## src/rtl/seq_lut_pkg.sv

```systemverilog
// Shared definitions for the sequencer LUT loader.
//   LUT_AW_DFLT / LUT_DW_DFLT : default LUT address / entry widths
//   LUT_DEPTH                 : number of LUT entries
//   seq_lut_state_t           : loader FSM states
//   seq_lut_chk_next()        : one rotate-left-by-one then XOR checksum step
package seq_lut_pkg;

  localparam int unsigned LUT_AW_DFLT = 8;
  localparam int unsigned LUT_DW_DFLT = 32;
  localparam int unsigned LUT_DEPTH   = 256;

  typedef enum logic [2:0] {
    ST_IDLE    = 3'd0,
    ST_WRITE   = 3'd1,
    ST_RD_ADDR = 3'd2,
    ST_RD_CMP  = 3'd3,
    ST_DONE    = 3'd4,
    ST_ERR     = 3'd5
  } seq_lut_state_t;

  function automatic logic [LUT_DW_DFLT-1:0] seq_lut_chk_next(
    input logic [LUT_DW_DFLT-1:0] chk,
    input logic [LUT_DW_DFLT-1:0] data
  );
    return {chk[LUT_DW_DFLT-2:0], chk[LUT_DW_DFLT-1]} ^ data;
  endfunction

endpackage

```

## src/rtl/seq_lut_checksum.sv

```systemverilog
// Running rotate-XOR checksum register.
//   clk_20mhz, rst_n_20mhz : clock, async active-low reset
//   clr                    : synchronous clear to zero (wins over en)
//   en                     : fold data into the checksum this cycle
//   data                   : word to fold
//   chk                    : current checksum
module seq_lut_checksum
  import seq_lut_pkg::*;
#(
  parameter int unsigned DW = LUT_DW_DFLT
) (
  input  logic          clk_20mhz,
  input  logic          rst_n_20mhz,
  input  logic          clr,
  input  logic          en,
  input  logic [DW-1:0] data,
  output logic [DW-1:0] chk
);

  always_ff @(posedge clk_20mhz or negedge rst_n_20mhz) begin
    if (!rst_n_20mhz) begin
      chk <= '0;
    end else if (clr) begin
      chk <= '0;
    end else if (en) begin
      chk <= seq_lut_chk_next(chk, data);
    end
  end

endmodule

```

## src/rtl/seq_lut_loader.sv

```systemverilog
// Host-side loader for the sequencer LUT: accepts a valid/ready burst of
// entries, writes them to consecutive (wrapping) LUT addresses, then raises
// config_done_o. With SEQ_LUT_VERIFY_EN defined the table is read back and
// its checksum compared with the checksum of the written data.
//   clk_20mhz, rst_n_20mhz        : clock, async active-low reset
//   load_start_i, base_addr_i,
//   entry_count_i                 : start pulse, first address, entry count
//   abort_i, seq_busy_i           : abandon load / sequencer busy
//   s_data_i, s_valid_i, s_ready_o: entry stream
//   lut_addr_o, lut_wen_o,
//   lut_write_data_o,
//   lut_read_data_i               : LUT port (read data one cycle after addr)
//   config_done_o, busy_o,
//   load_error_o,
//   entries_written_o             : status
// The checksum helper is fixed at the package default entry width.
module seq_lut_loader
  import seq_lut_pkg::*;
#(
  parameter int unsigned LUT_AW = LUT_AW_DFLT,
  parameter int unsigned LUT_DW = LUT_DW_DFLT
) (
  input  logic              clk_20mhz,
  input  logic              rst_n_20mhz,
  input  logic              load_start_i,
  input  logic [LUT_AW-1:0] base_addr_i,
  input  logic [LUT_AW:0]   entry_count_i,
  input  logic              abort_i,
  input  logic              seq_busy_i,
  input  logic [LUT_DW-1:0] s_data_i,
  input  logic              s_valid_i,
  output logic              s_ready_o,
  output logic [LUT_AW-1:0] lut_addr_o,
  output logic              lut_wen_o,
  output logic [LUT_DW-1:0] lut_write_data_o,
  input  logic [LUT_DW-1:0] lut_read_data_i,
  output logic              config_done_o,
  output logic              busy_o,
  output logic              load_error_o,
  output logic [LUT_AW:0]   entries_written_o
);

  localparam int unsigned CW = LUT_AW + 1;

  seq_lut_state_t    state_q, state_d;
  logic [CW-1:0]     left_q, left_d;
  logic [LUT_AW-1:0] ptr_q, ptr_d;
  logic              s_ready_q, s_ready_d;
  logic              lut_wen_q, lut_wen_d;
  logic [LUT_AW-1:0] lut_addr_q, lut_addr_d;
  logic [LUT_DW-1:0] lut_wdata_q, lut_wdata_d;
  logic              config_done_q, config_done_d;
  logic              busy_q, busy_d;
  logic              load_error_q, load_error_d;
  logic [CW-1:0]     entries_q, entries_d;

  logic              hs_c;
  logic              abort_c;
  logic              chk_clr_c;
  logic              wr_chk_en_c;
  logic [LUT_DW-1:0] wr_chk;

  assign hs_c = s_valid_i & s_ready_q;

  // A sequencer going busy mid-load is handled exactly like an abort.
  assign abort_c = abort_i |
                   (seq_busy_i & (state_q inside {ST_WRITE, ST_RD_ADDR, ST_RD_CMP}));

`ifdef SEQ_LUT_VERIFY_EN
  logic [LUT_AW-1:0] base_q, base_d;
  logic [CW-1:0]     count_q, count_d;
  logic              rd_valid_q;
  logic [LUT_DW-1:0] rd_chk;
  logic [LUT_DW-1:0] rd_chk_nxt_c;

  // Final read-side checksum including the word arriving this cycle, so the
  // compare does not wait for the register update.
  assign rd_chk_nxt_c = seq_lut_chk_next(rd_chk, lut_read_data_i);

  seq_lut_checksum #(.DW(LUT_DW)) u_rd_chk (
    .clk_20mhz   (clk_20mhz),
    .rst_n_20mhz (rst_n_20mhz),
    .clr         (chk_clr_c),
    .en          (rd_valid_q),
    .data        (lut_read_data_i),
    .chk         (rd_chk)
  );

  // Read data is valid the cycle after an address was issued in RD_ADDR.
  always_ff @(posedge clk_20mhz or negedge rst_n_20mhz) begin
    if (!rst_n_20mhz) begin
      base_q     <= '0;
      count_q    <= '0;
      rd_valid_q <= 1'b0;
    end else begin
      base_q     <= base_d;
      count_q    <= count_d;
      rd_valid_q <= (state_q == ST_RD_ADDR);
    end
  end
`else
  logic unused_rd_data;
  assign unused_rd_data = ^lut_read_data_i;
`endif

  seq_lut_checksum #(.DW(LUT_DW)) u_wr_chk (
    .clk_20mhz   (clk_20mhz),
    .rst_n_20mhz (rst_n_20mhz),
    .clr         (chk_clr_c),
    .en          (wr_chk_en_c),
    .data        (s_data_i),
    .chk         (wr_chk)
  );

  // State and registered outputs.
  always_ff @(posedge clk_20mhz or negedge rst_n_20mhz) begin
    if (!rst_n_20mhz) begin
      state_q       <= ST_IDLE;
      left_q        <= '0;
      ptr_q         <= '0;
      s_ready_q     <= 1'b0;
      lut_wen_q     <= 1'b0;
      lut_addr_q    <= '0;
      lut_wdata_q   <= '0;
      config_done_q <= 1'b0;
      busy_q        <= 1'b0;
      load_error_q  <= 1'b0;
      entries_q     <= '0;
    end else begin
      state_q       <= state_d;
      left_q        <= left_d;
      ptr_q         <= ptr_d;
      s_ready_q     <= s_ready_d;
      lut_wen_q     <= lut_wen_d;
      lut_addr_q    <= lut_addr_d;
      lut_wdata_q   <= lut_wdata_d;
      config_done_q <= config_done_d;
      busy_q        <= busy_d;
      load_error_q  <= load_error_d;
      entries_q     <= entries_d;
    end
  end

  // Next-state and next-output logic.
  always_comb begin
    state_d       = state_q;
    left_d        = left_q;
    ptr_d         = ptr_q;
    s_ready_d     = 1'b0;
    lut_wen_d     = 1'b0;
    lut_addr_d    = lut_addr_q;
    lut_wdata_d   = lut_wdata_q;
    config_done_d = config_done_q;
    load_error_d  = load_error_q;
    entries_d     = entries_q;
    chk_clr_c     = 1'b0;
    wr_chk_en_c   = 1'b0;
`ifdef SEQ_LUT_VERIFY_EN
    base_d        = base_q;
    count_d       = count_q;
`endif

    if (abort_c && (state_q != ST_IDLE) && (state_q != ST_DONE)) begin
      // Abort drops the strobe and ready at once; entries already written stay.
      state_d       = ST_ERR;
      load_error_d  = 1'b1;
      config_done_d = 1'b0;
    end else begin
      case (state_q)
        ST_IDLE, ST_DONE, ST_ERR: begin
          // An abort in the same cycle suppresses the start.
          if (load_start_i && !abort_i) begin
            if (seq_busy_i) begin
              state_d      = ST_ERR;
              load_error_d = 1'b1;
            end else begin
              chk_clr_c     = 1'b1;
              config_done_d = 1'b0;
              load_error_d  = 1'b0;
              entries_d     = '0;
              ptr_d         = base_addr_i;
              left_d        = entry_count_i;
`ifdef SEQ_LUT_VERIFY_EN
              base_d        = base_addr_i;
              count_d       = entry_count_i;
`endif
              if (entry_count_i == '0) begin
                state_d       = ST_DONE;
                config_done_d = 1'b1;
              end else begin
                state_d   = ST_WRITE;
                s_ready_d = 1'b1;
              end
            end
          end
        end

        ST_WRITE: begin
          if (hs_c) begin
            lut_wen_d   = 1'b1;
            lut_addr_d  = ptr_q;
            lut_wdata_d = s_data_i;
            ptr_d       = ptr_q + 1'b1;
            left_d      = left_q - 1'b1;
            entries_d   = entries_q + 1'b1;
            wr_chk_en_c = 1'b1;
            s_ready_d   = (left_q != CW'(1));
          end else if (left_q == '0) begin
            // Last write is on the LUT port this cycle.
`ifdef SEQ_LUT_VERIFY_EN
            state_d    = ST_RD_ADDR;
            lut_addr_d = base_q;
            left_d     = count_q;
`else
            state_d       = ST_DONE;
            config_done_d = 1'b1;
`endif
          end else begin
            s_ready_d = 1'b1;
          end
        end

`ifdef SEQ_LUT_VERIFY_EN
        ST_RD_ADDR: begin
          if (left_q == CW'(1)) begin
            state_d = ST_RD_CMP;
          end else begin
            lut_addr_d = lut_addr_q + 1'b1;
            left_d     = left_q - 1'b1;
          end
        end

        ST_RD_CMP: begin
          if (rd_chk_nxt_c == wr_chk) begin
            state_d       = ST_DONE;
            config_done_d = 1'b1;
          end else begin
            state_d       = ST_ERR;
            load_error_d  = 1'b1;
            config_done_d = 1'b0;
          end
        end
`endif

        default: state_d = ST_IDLE;
      endcase
    end

    busy_d = !((state_d == ST_IDLE) || (state_d == ST_DONE));
  end

  assign s_ready_o         = s_ready_q;
  assign lut_addr_o        = lut_addr_q;
  assign lut_wen_o         = lut_wen_q;
  assign lut_write_data_o  = lut_wdata_q;
  assign config_done_o     = config_done_q;
  assign busy_o            = busy_q;
  assign load_error_o      = load_error_q;
  assign entries_written_o = entries_q;

endmodule

```

## config.mk

```make
export PLATFORM = sky130hd
export DESIGN_NAME = seq_lut_loader
export DESIGN_NICKNAME = d
export VERILOG_FILES = /design/src/rtl/seq_lut_pkg.sv /design/src/rtl/seq_lut_checksum.sv /design/src/rtl/seq_lut_loader.sv
export SDC_FILE = /design/constraint.sdc
export NUM_CORES = 1
export LEC_CHECK = 0
export CORE_MARGIN = 5
export CORE_UTILIZATION = 40
export CTS_CLUSTER_SIZE = 10
export DETAILED_ROUTE_END_ITERATION = 6
export PLACE_DENSITY = 0.72
export SETUP_SLACK_MARGIN = 0.3
export SLEW_MARGIN = 20
export SYNTH_ARGS = -nofsm -noshare
export SYNTH_HDL_FRONTEND = slang
export SYNTH_SLANG_ARGS = --single-unit
```

## constraint.sdc

```tcl
create_clock -name clk_20mhz -period 2.3 [get_ports clk_20mhz]
set_input_delay 0.575 -clock clk_20mhz [delete_from_list [all_inputs] [get_ports clk_20mhz]]
set_output_delay 0.575 -clock clk_20mhz [all_outputs]
set_load 0.1 [all_outputs]
```

==> results of run 1 <==
## stage by stage
step / worst slack [ns] / hold WS [ns]
finish: 0.310 / 0.238
global route: 0.262 / 0.281
CTS: 0.305 / 0.257
detailed placement: -0.146 / 0.494
global placement: -0.125 / 0.492
floorplan: 0.259 / 0.279
## worst paths after layout
path,startpoint,end,slack (ns),depth (start not counted)
worst max-delay path,seq_busy_i,entries_written_o[5],0.31,6
worst max register to register,state_q[2],left_q[7],0.42,3
min in group clk_20mhz,lut_write_data_o[13],lut_write_data_o[13],0.51,1
worst min-delay path,rst_n_20mhz,lut_write_data_o[30],0.24,2
max in group asynchronous,rst_n_20mhz,entries_written_o[4],1.70,2
worst min register to register,lut_write_data_o[13],lut_write_data_o[13],0.51,1
## worst max-delay path, delay by kind of cell
kind	cells	cell delay, ns
buf+inv	2	0.58
simple gates	2	0.75
compound gates	2	0.34
## metal layers
| metal | track usage (%) | share of wire [%] | wire length [um] |
|---|---|---|---|
| met1 | 22.7 | 45 | 4430 |
| met2 | 28.5 | 47 | 4670 |
| met3 | 5.12 | 7.0 | 691 |
| met4 | 4.38 | 1.1 | 110 |
| met5 | 0 | 0 | 0 |
## Yosys cell counts (all sizes together) (5+ instances only)
master	count	area [um2]
dfrtp	74	1850
o31ai	5	37.5
nand2	21	95.1
o21ai	16	80.1
buf	10	121
nor2	14	68.8
or4	7	52.6
nand3	11	55.1
mux2	41	571
inv	7	33.8
o22ai	5	31.3
a21oi	18	101
nor3	6	46.3
ha	5	62.6
## final cells by class
type	instances	area, um2	share of cell area, %
Clock buffer	10	128	2.40
Clock inverter	6	92.6	1.74
Inverter	7	33.8	0.636
Multi-Input combinational cell	213	1750	32.9
Sequential cell	74	1860	35.0
Tap cell	111	139	2.61
Timing Repair Buffer	148	1310	24.7
## power by group
part           switching (mW)  total, mW  internal [mW]  leakage, nW
combinational           0.537      0.875          0.338         1.37
clock                   0.511       1.13          0.615        0.103
sequential              0.141       1.57           1.43        0.967
total                    1.19       3.57           2.38         2.44
## state kept, by name, summed over array words and instances, names as in the netlist
| name | flops |
|---|---|
| s_ready_o | 1 |
| left_q | 9 |
| entries_written_o | 9 |
| load_error_o | 1 |
| lut_wen_o | 1 |
| lut_addr_o | 8 |
| state_q | 3 |
| ptr_q | 8 |
| lut_write_data_o | 32 |
| busy_o | 1 |
| config_done_o | 1 |
## cells by family (layout without fill, tap and decap cells)
family / after synthesis / count (layout) / share of synthesized area [%]
AND/OR/NAND/NOR: 84 / 84 / 13.2
adder cells (fa/ha/maj): 5 / 5 / 1.67
flip-flops: 74 / 74 / 49.4
buffers and inverters: 20 / 171 / 4.44
multiplexers: 45 / 45 / 16.3
other: 1 / 1 / 0.100
AO/OA/AOI/OAI: 78 / 78 / 14.9
## what timing repair did
item | in CTS | in global routing
setup endpoints to repair | 35 | 38
cloned | 0 | 2
resized for setup | 1 | 6
pin swaps | 0 | 4
buffers inserted | 1 | 1
==> flow_summary_export.csv, run 1 <==
group,metric,value,unit
synthesis,syn-mean-instance-area,12.2,um2
clock_tree,hold_buffers,0,
finish,layout_commonest_cell,"buf_4",
synthesis,synthDistinctLibCells,59,
clock_tree,clkTransAtPathRegs,0.08,ns
floorplan,core_area,0.00920,mm2
global_routing,grt.total_usage,17.4,%
worst_setup_path,required,2.56,ns
floorplan,rows,35,
worst_setup_path,path_max_fanout,8,
power,ir_worst_vdd,326,uV
global_routing,grt_pass1_vias,3107,
global_routing,grt_start_max_net_pins,75,
synthesis,ys_ff_latch,74,
finish,fin_util,57.8,%
worst_setup_path,max_stage_delay,0.53,ns
floorplan,die_area,0.0114,mm2
power,power,3.57,mW
synthesis,seq_area_frac_synth,49.4,%
synthesis,synth-edff-count,0,
drt,drc,0,
finish,antenna_cells,0,
floorplan,die_h,107,um
timing,fin_crit_sh,86.5,%
drt,ant_nets,0,
placement,hpwlAfterDp,7.11,mm
run,cap_violations,0,
timing,fin_crit,1.99,ns
worst_setup_path,path_cells,"clkdlybuf4s50_1 -> buf_4 -> nor3_4 -> o221ai_4 -> or4_1 -> a21oi_1",
placement,port_buffers,108,
placement,gp_congestion,0.844,
worst_setup_path,cp.arrival,2.25,ns
floorplan,die_x,107,um
clock_tree,cts-buffers-inserted,9,
min_path,worstHoldPathType,"in2async",
finish,layout-drive-gt1-share,37.8,%
finish,final_cell_count_no_fill,569,
finish,final_cell_mix,"89 x buf_4, 67 x dfrtp_1, 53 x clkdlybuf4s50_1",
clock_tree,clkLatencyLatePin,0.34,ns
timing,tns,0,ns
synthesis,ys.warnings.count,0,
status,status,"completed",
synthesis,syn-num-nets,399,
worst_setup_path,endpoint_kind,"flip-flop",
worst_setup_path,critical_path.slowest_cell,"or4_1",
timing,slew_viol_final,0,
drt,vias,3134,
clock_tree,ctsHtreeMaxLevel,3,
drt,via_per_inst,5.51,
floorplan,top_level_ports,141,
finish,syn_to_final_growth,41.8,%
global_routing,grt_overflow,0,
floorplan,start_util,40.7,%
worst_setup_path,start_kind,"primary input",
timing,clock.fmax,0.502,GHz
drt,wire_per_inst,17.4,um
placement,dpl-instance-area,0.00501,mm2
clock_tree,cts_buffer_depth,2,
drt,wirelength,9.90,mm
global_routing,grt_antenna_before_repair,0,
synthesis,synth_ff_type,"dfrtp_1",
clock_tree,cts_root_buf,"clkbuf_8",
timing,setup_violations,0,
power,power.density,671,mW/mm2
timing,finClkSkew,0.0100,ns
worst_setup_path,path_class,"in2reg",
timing,hold_viol,0,
finish,finalNetCount,545,
placement,dp.cells,549,
clock_tree,clock_sinks,74,
synthesis,syn_area,0.00375,mm2
finish,final_area,0.00531,mm2
drt,first_pass_iters,4,
drt,drtIter0Drc,225,
timing,rsz0062_at_grt,"yes",
clock_tree,cts_tree,"yes",
power,power_leakage,2.44,nW
finish,fillers,767,
synthesis,synthCells,307,
synthesis,synthArstFlopShare,100,%
global_routing,grt_pass1_wl,15.8,mm
Power figures use the tool's default switching activity.
==> run 2: changes to the inputs <==
--- a/config.mk
+++ b/config.mk
@@ -5,13 +5,13 @@
 export SDC_FILE = /design/constraint.sdc
 export NUM_CORES = 1
 export LEC_CHECK = 0
+export CAP_MARGIN = 20
 export CORE_MARGIN = 5
 export CORE_UTILIZATION = 40
 export CTS_CLUSTER_SIZE = 10
 export DETAILED_ROUTE_END_ITERATION = 6
 export PLACE_DENSITY = 0.72
 export SETUP_SLACK_MARGIN = 0.3
-export SLEW_MARGIN = 20
 export SYNTH_ARGS = -nofsm -noshare
 export SYNTH_HDL_FRONTEND = slang
 export SYNTH_SLANG_ARGS = --single-unit
==> results of run 2 <==
Final layout, timing and power as in run 1 (identical DEF).
